--- src/rtl/mem_instr_sequencer.sv ---
// Sequencer for memory-class instructions: decodes one opcode, fetches its immediate
// operand over req/ack, then performs a register write, memory store or memory load.
module mem_instr_sequencer #(
  parameter int                    DATA_W   = 8,
  parameter int                    OPCODE_W = 8,
  parameter int                    NUM_REGS = 4,
  parameter logic [OPCODE_W-1:0]   MVI_BASE = 8'h10,
  parameter logic [OPCODE_W-1:0]   STA_BASE = 8'h20,
  parameter logic [OPCODE_W-1:0]   LDA_BASE = 8'h30,
  parameter int                    TIMEOUT  = 16,
  localparam int                   SEL_W    = $clog2(NUM_REGS)
) (
  input  logic                clk,
  input  logic                rst_n,
  input  logic                instr_valid,
  output logic                instr_ready,
  input  logic [OPCODE_W-1:0] opcode,
  output logic                op_req,
  input  logic                op_ack,
  input  logic [DATA_W-1:0]   op_data,
  output logic [DATA_W-1:0]   mem_addr,
  output logic                mem_wr_req,
  output logic                mem_rd_req,
  input  logic                mem_ack,
  input  logic [DATA_W-1:0]   mem_rdata,
  output logic [SEL_W-1:0]    bank_out_sel,
  output logic [NUM_REGS-1:0] dest_reg_wr,
  output logic [DATA_W-1:0]   dest_data,
  output logic                busy,
  output logic                done,
  output logic                err
);

  localparam int CNT_W = $clog2(TIMEOUT + 2);
  localparam logic [CNT_W-1:0] TMO_LAST = CNT_W'((TIMEOUT > 0) ? TIMEOUT - 1 : 0);

  typedef enum logic [2:0] {
    S_IDLE, S_FETCH, S_WRITE, S_STORE, S_LOAD, S_DONE, S_ERR
  } state_t;

  typedef enum logic [1:0] {G_MVI, G_STA, G_LDA, G_ILL} group_t;

  state_t             state_reg, state_next;
  group_t             group_reg, dec_group;
  logic [SEL_W-1:0]   idx_reg;
  logic [DATA_W-1:0]  mem_addr_reg, dest_data_reg;
  logic [SEL_W-1:0]   bank_sel_reg;
  logic [CNT_W-1:0]   tmo_cnt_reg;
  logic               waiting, wait_ack, tmo_hit, accept;

  // Group bases are NUM_REGS-aligned, so range membership reduces to matching the upper bits.
  always_comb begin
    dec_group = G_ILL;
    if (opcode[OPCODE_W-1:SEL_W] == MVI_BASE[OPCODE_W-1:SEL_W])
      dec_group = G_MVI;
    else if (opcode[OPCODE_W-1:SEL_W] == STA_BASE[OPCODE_W-1:SEL_W])
      dec_group = G_STA;
    else if (opcode[OPCODE_W-1:SEL_W] == LDA_BASE[OPCODE_W-1:SEL_W])
      dec_group = G_LDA;
  end

  assign accept  = (state_reg == S_IDLE) && instr_valid;
  assign tmo_hit = (TIMEOUT > 0) && (tmo_cnt_reg == TMO_LAST);

  always_ff @(posedge clk or negedge rst_n) begin
    if (!rst_n) state_reg <= S_IDLE;
    else        state_reg <= state_next;
  end

  always_comb begin
    state_next = state_reg;
    waiting    = 1'b0;
    wait_ack   = 1'b0;
    case (state_reg)
      S_IDLE:
        if (instr_valid) state_next = (dec_group == G_ILL) ? S_ERR : S_FETCH;
      S_FETCH: begin
        waiting  = 1'b1;
        wait_ack = op_ack;
        if (op_ack) begin
          case (group_reg)
            G_MVI:   state_next = S_WRITE;
            G_STA:   state_next = S_STORE;
            default: state_next = S_LOAD;
          endcase
        end else if (tmo_hit) begin
          state_next = S_ERR;
        end
      end
      S_STORE: begin
        waiting  = 1'b1;
        wait_ack = mem_ack;
        if (mem_ack)      state_next = S_DONE;
        else if (tmo_hit) state_next = S_ERR;
      end
      S_LOAD: begin
        waiting  = 1'b1;
        wait_ack = mem_ack;
        if (mem_ack)      state_next = S_WRITE;
        else if (tmo_hit) state_next = S_ERR;
      end
      S_WRITE: state_next = S_DONE;
      S_DONE:  state_next = S_IDLE;
      S_ERR:   state_next = S_IDLE;
      default: state_next = S_IDLE;
    endcase
  end

  // Wait counter restarts on every state change so each handshake gets a full budget.
  always_ff @(posedge clk or negedge rst_n) begin
    if (!rst_n)
      tmo_cnt_reg <= '0;
    else if (state_next != state_reg)
      tmo_cnt_reg <= '0;
    else if (waiting && !wait_ack && (TIMEOUT > 0))
      tmo_cnt_reg <= tmo_cnt_reg + 1'b1;
  end

  always_ff @(posedge clk or negedge rst_n) begin
    if (!rst_n) begin
      group_reg     <= G_ILL;
      idx_reg       <= '0;
      mem_addr_reg  <= '0;
      dest_data_reg <= '0;
      bank_sel_reg  <= '0;
    end else begin
      if (accept) begin
        group_reg <= dec_group;
        idx_reg   <= opcode[SEL_W-1:0];
      end
      if ((state_reg == S_FETCH) && op_ack) begin
        if (group_reg == G_MVI) dest_data_reg <= op_data;
        else                    mem_addr_reg  <= op_data;
        if (group_reg == G_STA) bank_sel_reg  <= idx_reg;
      end
      if ((state_reg == S_LOAD) && mem_ack)
        dest_data_reg <= mem_rdata;
    end
  end

  // Each strobe bit decodes its own index, so at most one can be high.
  generate
    for (genvar gi = 0; gi < NUM_REGS; gi++) begin : g_wr
      assign dest_reg_wr[gi] = (state_reg == S_WRITE) && (idx_reg == SEL_W'(gi));
    end
  endgenerate

  assign instr_ready  = (state_reg == S_IDLE);
  assign busy         = (state_reg != S_IDLE);
  assign op_req       = (state_reg == S_FETCH);
  assign mem_wr_req   = (state_reg == S_STORE);
  assign mem_rd_req   = (state_reg == S_LOAD);
  assign done         = (state_reg == S_DONE) || (state_reg == S_ERR);
  assign err          = (state_reg == S_ERR);
  assign mem_addr     = mem_addr_reg;
  assign dest_data    = dest_data_reg;
  assign bank_out_sel = bank_sel_reg;

endmodule

--- config.mk ---
export PLATFORM = sky130hd
export DESIGN_NAME = mem_instr_sequencer
export DESIGN_NICKNAME = d
export VERILOG_FILES = /design/src/rtl/mem_instr_sequencer.sv
export SDC_FILE = /design/constraint.sdc
export NUM_CORES = 1
export LEC_CHECK = 0
export CORE_ASPECT_RATIO = 1.4
export CORE_MARGIN = 2
export CORE_UTILIZATION = 29
export DETAILED_ROUTE_END_ITERATION = 8
export PLACE_DENSITY_LB_ADDON = 0.25
export SLEW_MARGIN = 10
export SYNTH_ARGS = -nofsm -noshare
export SYNTH_HDL_FRONTEND = slang
export SYNTH_SLANG_ARGS = --single-unit
export TNS_END_PERCENT = 1
--- constraint.sdc ---
create_clock -name clk -period 2.7 [get_ports clk]
set_input_delay 0.405 -clock clk [delete_from_list [all_inputs] [get_ports clk]]
set_output_delay 0.405 -clock clk [all_outputs]
set_load 0.005 [all_outputs]
==> metrics.cfg, run 1 <==
[logic_synthesis]
synth_edf_count=0
ys.flop_type=dfrtp_1
ys_seq_area_frac=0.443
synth_warnings=0
syn_nets=189
syn_area_um2=1700
ys_ff_latch=30
synth.avg_cell_area_um2=10.8
synthCells=158
yosys.cell_types.count=50
async_flop_share=1.00

[placed_design]
dp_hpwl_mm=3.12
io_buffer_count=57
gp_congestion=0.746
dpl_worst_slack_ns=0.429
dpl_cell_area_um2=2360

[clocking]
h-tree-depth=2
clk_latency_ns=0.28
cts_tree=yes
cts-root-buf=clkbuf_8
clk_pin_slew_worst_paths_ns=0.07
cts_buffers=5
cts_setup_buffers=0
clock_path_buffers=2
cts_sinks=30
hold_buffers=0
ctsResizeCount=0

[sta]
rsz0062_at_grt=false
finalCritPeriodShare=0.927
skew_ns=0.00674
finalCriticalPeriod_ns=2.50
drv_slew=0
max_slew.worst_pin.slew_ns=0.606
tns_ns=0
worst_slack_ns=0.197
finalSetupViolCount=0
max-slew-margin-rel=0.596
fmax_mhz=400
final_hold_viol_count=0

[setup_path]
path_cells=nand2b_1 > nor4b_1 > clkdlybuf4s50_1
worst-path-max-fanout=14
critPathTopFamily=simple AND/OR/NAND/NOR gates
timing.rr.start=tmo_cnt_reg[0]$_DFFE_PN0P_
start_kind=register
worst_path_max_delay_cell=clkdlybuf4s50_1
cp.depth=3
critPathMaxStageDelay_ns=0.57
cp_num_buf_inv=1
ff2ff_path_depth=8
worst-setup-path-type=register to output pin
worstPathRequired_ns=2.30
end_kind=output pin
worstPathArrival_ns=2.10
crit_start=state_reg[0]$_DFF_PN0_

[min_path]
holdPathStages=2
hp-start=dest_data[1]$_DFFE_PN0P_
hold_path.class=register to register

[global_route]
grt_antenna_before_repair=0
grt_util_met1=0.155
grt_use_met2=0.235
use_met3=0.0465
grt_first_pass_wirelength_mm=6.72
grtUsageTotal=0.139
grt_overflow=0
top_usage_layer=met2
first_global_vias=1465
grt_max_degree=31

[drt]
viasPerCell=4.90
drt-pass1-iter-count=4
drt_iter0_drc=23
wire_per_inst_um=14.1
num_vias=1436
drc_errors=0
routed_wl_mm=4.14
drtAntennaViolNets=0

[die]
die_w_um=68.7
io_pins=58
initial_utilization=0.296
dieArea_um2=6500
die_y_um=94.6
fp-row-count=33
coreArea_um2=5740

[final_layout]
synthToLayoutAreaGrowth_pct=44.2
antennaDiodeCount=0
drive_gt1_frac=0.170
n_fill_cell=547
nets=253
stdcell_area_um2=2450

[run]
cap_violations=0

[status]
status=finished clean

[pwr]
irDropWorstVdd_mv=0.473
leakage_nw=0.997
power_density_nw_per_um2=922

through the flow:
step                      instances   util  hold WS (ns)  power (mW)
after detailed placement        285  0.411         0.476        1.90
after global placement          285  0.411         0.463        1.90
after global routing            293  0.427         0.517        2.42
final                           293  0.427         0.493        2.26
after floorplan                 158      -         0.109        1.37
after CTS                       293  0.427         0.496        2.29
cells in the final DEF, fill, tap and decap left out, drive strengths merged, types with 2 or more instances in the layout:
cell type | Yosys | routed
clkdlybuf4s50 | 0 | 57
dfrtp | 28 | 28
nor2 | 15 | 15
nand2 | 12 | 12
mux2 | 12 | 12
o21ai | 12 | 12
mux2i | 9 | 9
inv | 7 | 7
buf | 6 | 7
clkbuf | 1 | 7
nand2b | 5 | 5
a21oi | 4 | 4
nor4 | 4 | 4
a31oi | 3 | 3
xor2 | 3 | 3
and3 | 2 | 2
nand3 | 2 | 2
and2 | 2 | 2
o21a | 2 | 2
or4bb | 2 | 2
ha | 2 | 2
dfstp | 2 | 2
nor4b | 2 | 2
tightest hold or removal path, delay by kind of cell, from the launching register on:
family             cells  cell delay [ns]
DFF                    1             0.35
AOI/OAI and AO/OA      1             0.06
and+or+nand+nor        1             0.05
worst paths after layout:
kind / slack, ns / end
min in group asynchronous: 0.51 / dest_data[1]$_DFFE_PN0P_
setup reg to reg: 0.50 / tmo_cnt_reg[2]$_DFFE_PN0P_
setup / recovery: 0.20 / dest_reg_wr[1]
max in group asynchronous: 1.87 / group_reg[0]$_DFFE_PN1P_
hold / removal: 0.49 / dest_data[1]$_DFFE_PN0P_
hold reg to reg: 0.49 / dest_data[1]$_DFFE_PN0P_
kinds of logic after synthesis:
family	count (synthesis)	share of synthesized area
simple gates	55	0.203
compound gates	32	0.140
flops	30	0.443
mux	21	0.133
buf+inv	14	0.0457
xor+xnor	4	0.0206
fa+ha+maj	2	0.0147
metal layers:
metal,vias to the layer above,share of wire
met5,-,0
met4,0,0.018
met3,7,0.073
met2,48,0.52
met1,683,0.39
li1,698,-
power by group:
| part | switching (mW) | internal [mW] |
|---|---|---|
| combinational | 0.447 | 0.640 |
| clock | 0.167 | 0.205 |
| sequential | 0.170 | 0.630 |
| total | 0.783 | 1.48 |
cells in the mapped netlist, types with 2 or more instances:
| cell type | n | area share |
|---|---|---|
| dfrtp_1 | 28 | 0.41 |
| nor2_1 | 15 | 0.033 |
| mux2_2 | 12 | 0.080 |
| nand2_1 | 12 | 0.027 |
| o21ai_0 | 11 | 0.032 |
| mux2i_1 | 9 | 0.053 |
| inv_1 | 7 | 0.015 |
| nand2b_1 | 5 | 0.018 |
| a21oi_1 | 3 | 0.0088 |
| a31oi_1 | 3 | 0.011 |
| xor2_1 | 3 | 0.015 |
| and2_1 | 2 | 0.0074 |
| and3_1 | 2 | 0.0074 |
| buf_2 | 2 | 0.0059 |
| buf_4 | 2 | 0.0088 |
| buf_6 | 2 | 0.013 |
| dfstp_2 | 2 | 0.031 |
| ha_1 | 2 | 0.015 |
| nand3_1 | 2 | 0.0059 |
| nor4_1 | 2 | 0.0074 |
| o21a_1 | 2 | 0.0088 |
| or4bb_1 | 2 | 0.013 |
area by class of cell:
type | count | area [um2] | area share
multi-input cells | 114 | 868 | 0.354
flip-flops and latches | 30 | 753 | 0.307
repair buffers | 64 | 623 | 0.254
well taps | 70 | 87.6 | 0.0358
clock buffers | 7 | 86.3 | 0.0352
inverters | 7 | 26.3 | 0.0107
clock inverters | 1 | 5.00 | 0.00204
Power figures use the tool's default switching activity.
==> run 2, diff against run 1 <==
--- a/config.mk
+++ b/config.mk
@@ -7,8 +7,9 @@
 export LEC_CHECK = 0
 export CORE_ASPECT_RATIO = 1.4
 export CORE_MARGIN = 2
-export CORE_UTILIZATION = 29
+export CORE_UTILIZATION = 40
 export DETAILED_ROUTE_END_ITERATION = 8
+export MAX_ROUTING_LAYER = met4
 export PLACE_DENSITY_LB_ADDON = 0.25
 export SLEW_MARGIN = 10
 export SYNTH_ARGS = -nofsm -noshare
==> run 2 against run 1 <==
  * Global-route usage rose by 4.7 points
  * Die area fell by 26%
  * Flip-flop and latch count did not move
==> metrics.cfg, run 2 (same netlist as run 1, synthesis figures left out) <==
[placed_design]
io_buffer_count=57  ; unchanged
dpl_cell_area_um2=2300  ; was 2360 um2
dp_hpwl_mm=3.18  ; was 3.12 mm
gp_congestion=0.897  ; was 0.746

[global_route]
grtUsageTotal=0.186  ; was 0.139
grt_antenna_before_repair=0  ; unchanged
first_global_vias=1478  ; was 1,465
grt_max_degree=31  ; unchanged
grt_first_pass_wirelength_mm=6.62  ; was 6.72 mm
grt_overflow=0  ; unchanged

[sta]
rsz0062_at_grt=false  ; unchanged
max_slew.worst_pin.slew_ns=0.576  ; was 0.606 ns
final_hold_viol_count=0  ; unchanged
finalCriticalPeriod_ns=2.49  ; was 2.50 ns
fmax_mhz=402  ; was 400 MHz
drv_slew=0  ; unchanged
tns_ns=0  ; unchanged
skew_ns=0.00578  ; was 0.00674 ns
max-slew-margin-rel=0.616  ; was 0.596
finalCritPeriodShare=0.920  ; was 0.927
finalSetupViolCount=0  ; unchanged

[setup_path]
worst-path-max-fanout=14  ; unchanged
worstPathRequired_ns=2.30  ; about the same
end_kind=output pin  ; unchanged
critPathMaxStageDelay_ns=0.57  ; about the same
start_kind=register  ; unchanged
crit_start=state_reg[0]$_DFF_PN0_  ; unchanged
path_cells=nand2b_1 > nor4b_1 > clkdlybuf4s50_1  ; unchanged
worst-setup-path-type=register to output pin  ; unchanged
worst_path_max_delay_cell=clkdlybuf4s50_1  ; unchanged
timing.rr.start=tmo_cnt_reg[0]$_DFFE_PN0P_  ; unchanged
critPathTopFamily=simple AND/OR/NAND/NOR gates  ; unchanged
worstPathArrival_ns=2.08  ; was 2.10 ns
cp_num_buf_inv=1  ; unchanged

[die]
die_y_um=81.1  ; was 94.6 um
fp-row-count=28  ; was 33
dieArea_um2=4790  ; was 6500 um2
coreArea_um2=4170  ; was 5740 um2
initial_utilization=0.408  ; was 0.296
die_w_um=59.1  ; was 68.7 um
io_pins=58  ; unchanged

[final_layout]
stdcell_area_um2=2410  ; was 2450 um2
synthToLayoutAreaGrowth_pct=42.0  ; was 44.2%
n_fill_cell=362  ; was 547
antennaDiodeCount=0  ; unchanged
final_common_cell=clkdlybuf4s50_1  ; unchanged
nets=250  ; was 253
mostFrequentLayoutCells=57 x clkdlybuf4s50_1, 28 x dfrtp_1, 15 x nor2_1  ; unchanged
drive_gt1_frac=0.164  ; was 0.170

[drt]
drt-pass1-iter-count=4  ; unchanged
num_vias=1469  ; was 1,436
viasPerCell=5.54  ; was 4.90
wire_per_inst_um=15.3  ; was 14.1 um
drtAntennaViolNets=0  ; unchanged
routed_wl_mm=4.06  ; was 4.14 mm
drt_iter0_drc=50  ; was 23
drc_errors=0  ; unchanged

[clocking]
clock_path_buffers=2  ; unchanged
clk_latency_ns=0.28  ; about the same
h-tree-depth=2  ; unchanged
ctsResizeCount=0  ; unchanged
cts_sinks=30  ; unchanged
cts_buffers=5  ; unchanged
cts_tree=yes  ; unchanged
hold_buffers=0  ; unchanged
cts_setup_buffers=0  ; unchanged
clk_pin_slew_worst_paths_ns=0.06  ; was 0.07 ns
cts-root-buf=clkbuf_8  ; unchanged

[min_path]
hp-start=dest_data[5]$_DFFE_PN0P_  ; was dest_data[1]$_DFFE_PN0P_
hold_path.class=register to register  ; unchanged

[pwr]
irDropWorstVdd_mv=0.465  ; was 0.473 mV
leakage_nw=0.991  ; was 0.997 nW
power_density_nw_per_um2=964  ; was 922 nW/um2

[run]
cap_violations=0  ; unchanged

[status]
status=finished clean  ; unchanged

run 2: changes by cell type in the layout (fill, tap and decap cells not counted), sizes merged:
| cell | change |
|---|---|
| buf | -3 |
| bufinv | +1 |
| clkbuf | -2 |
| clkinv | +1 |
run 2: layout make-up:
| type | count | area (um2) | area share |
|---|---|---|---|
| Tap cell | 45 | 56.3 | 0.0233 |
| Inverter | 7 | 26.3 | 0.0109 |
| Timing Repair Buffer | 61 | 601 | 0.249 |
| Multi-Input combinational cell | 114 | 868 | 0.360 |
| Clock buffer | 5 | 68.8 | 0.0285 |
| Clock inverter | 3 | 40.0 | 0.0166 |
| Sequential cell | 30 | 753 | 0.312 |
run 2: worst min-delay path: stages (launching register included):
cell     delay, ns
dfrtp_1       0.34
nand2_1       0.04
o21ai_0       0.07
run 2: path summary, 6_finish.rpt:
kind	end	slack, ns	cells past startpoint
min reg2reg	dest_data[5]$_DFFE_PN0P_	0.49	2
min in group asynchronous	state_reg[1]$_DFF_PN0_	0.51	2
max in group asynchronous	group_reg[0]$_DFFE_PN1P_	1.89	2
min	dest_data[5]$_DFFE_PN0P_	0.49	2
max	dest_reg_wr[1]	0.21	3
max reg2reg	tmo_cnt_reg[4]$_DFFE_PN0P_	0.37	8
run 2: power breakdown:
group	leakage [nW]	switching, mW	total [mW]	internal [mW]
sequential	0.375	0.170	0.800	0.630
combinational	0.558	0.458	1.09	0.635
clock	0.0579	0.163	0.434	0.271
total	0.991	0.790	2.33	1.54
run 2: metrics by stage:
stage | util | setup WS [ns] | total power, mW | hold WS (ns) | std cells
6_report | 0.579 | 0.215 | 2.33 | 0.493 | 265
4_1_cts | 0.579 | 0.202 | 2.35 | 0.498 | 265
3_3_place_gp | 0.553 | 0.459 | 1.86 | 0.466 | 257
2_1_floorplan | - | 0.718 | 1.37 | 0.109 | 158
3_5_place_dp | 0.553 | 0.428 | 1.90 | 0.483 | 257
5_1_grt | 0.579 | 0.0884 | 2.49 | 0.510 | 265
run 2: per-layer routing:
metal	vias up	share of wire	global-route usage
li1	694	-	-
met1	686	0.41	0.207
met2	76	0.49	0.318
met3	13	0.072	0.0446
met4	0	0.027	0.0682
met5	-	0	-
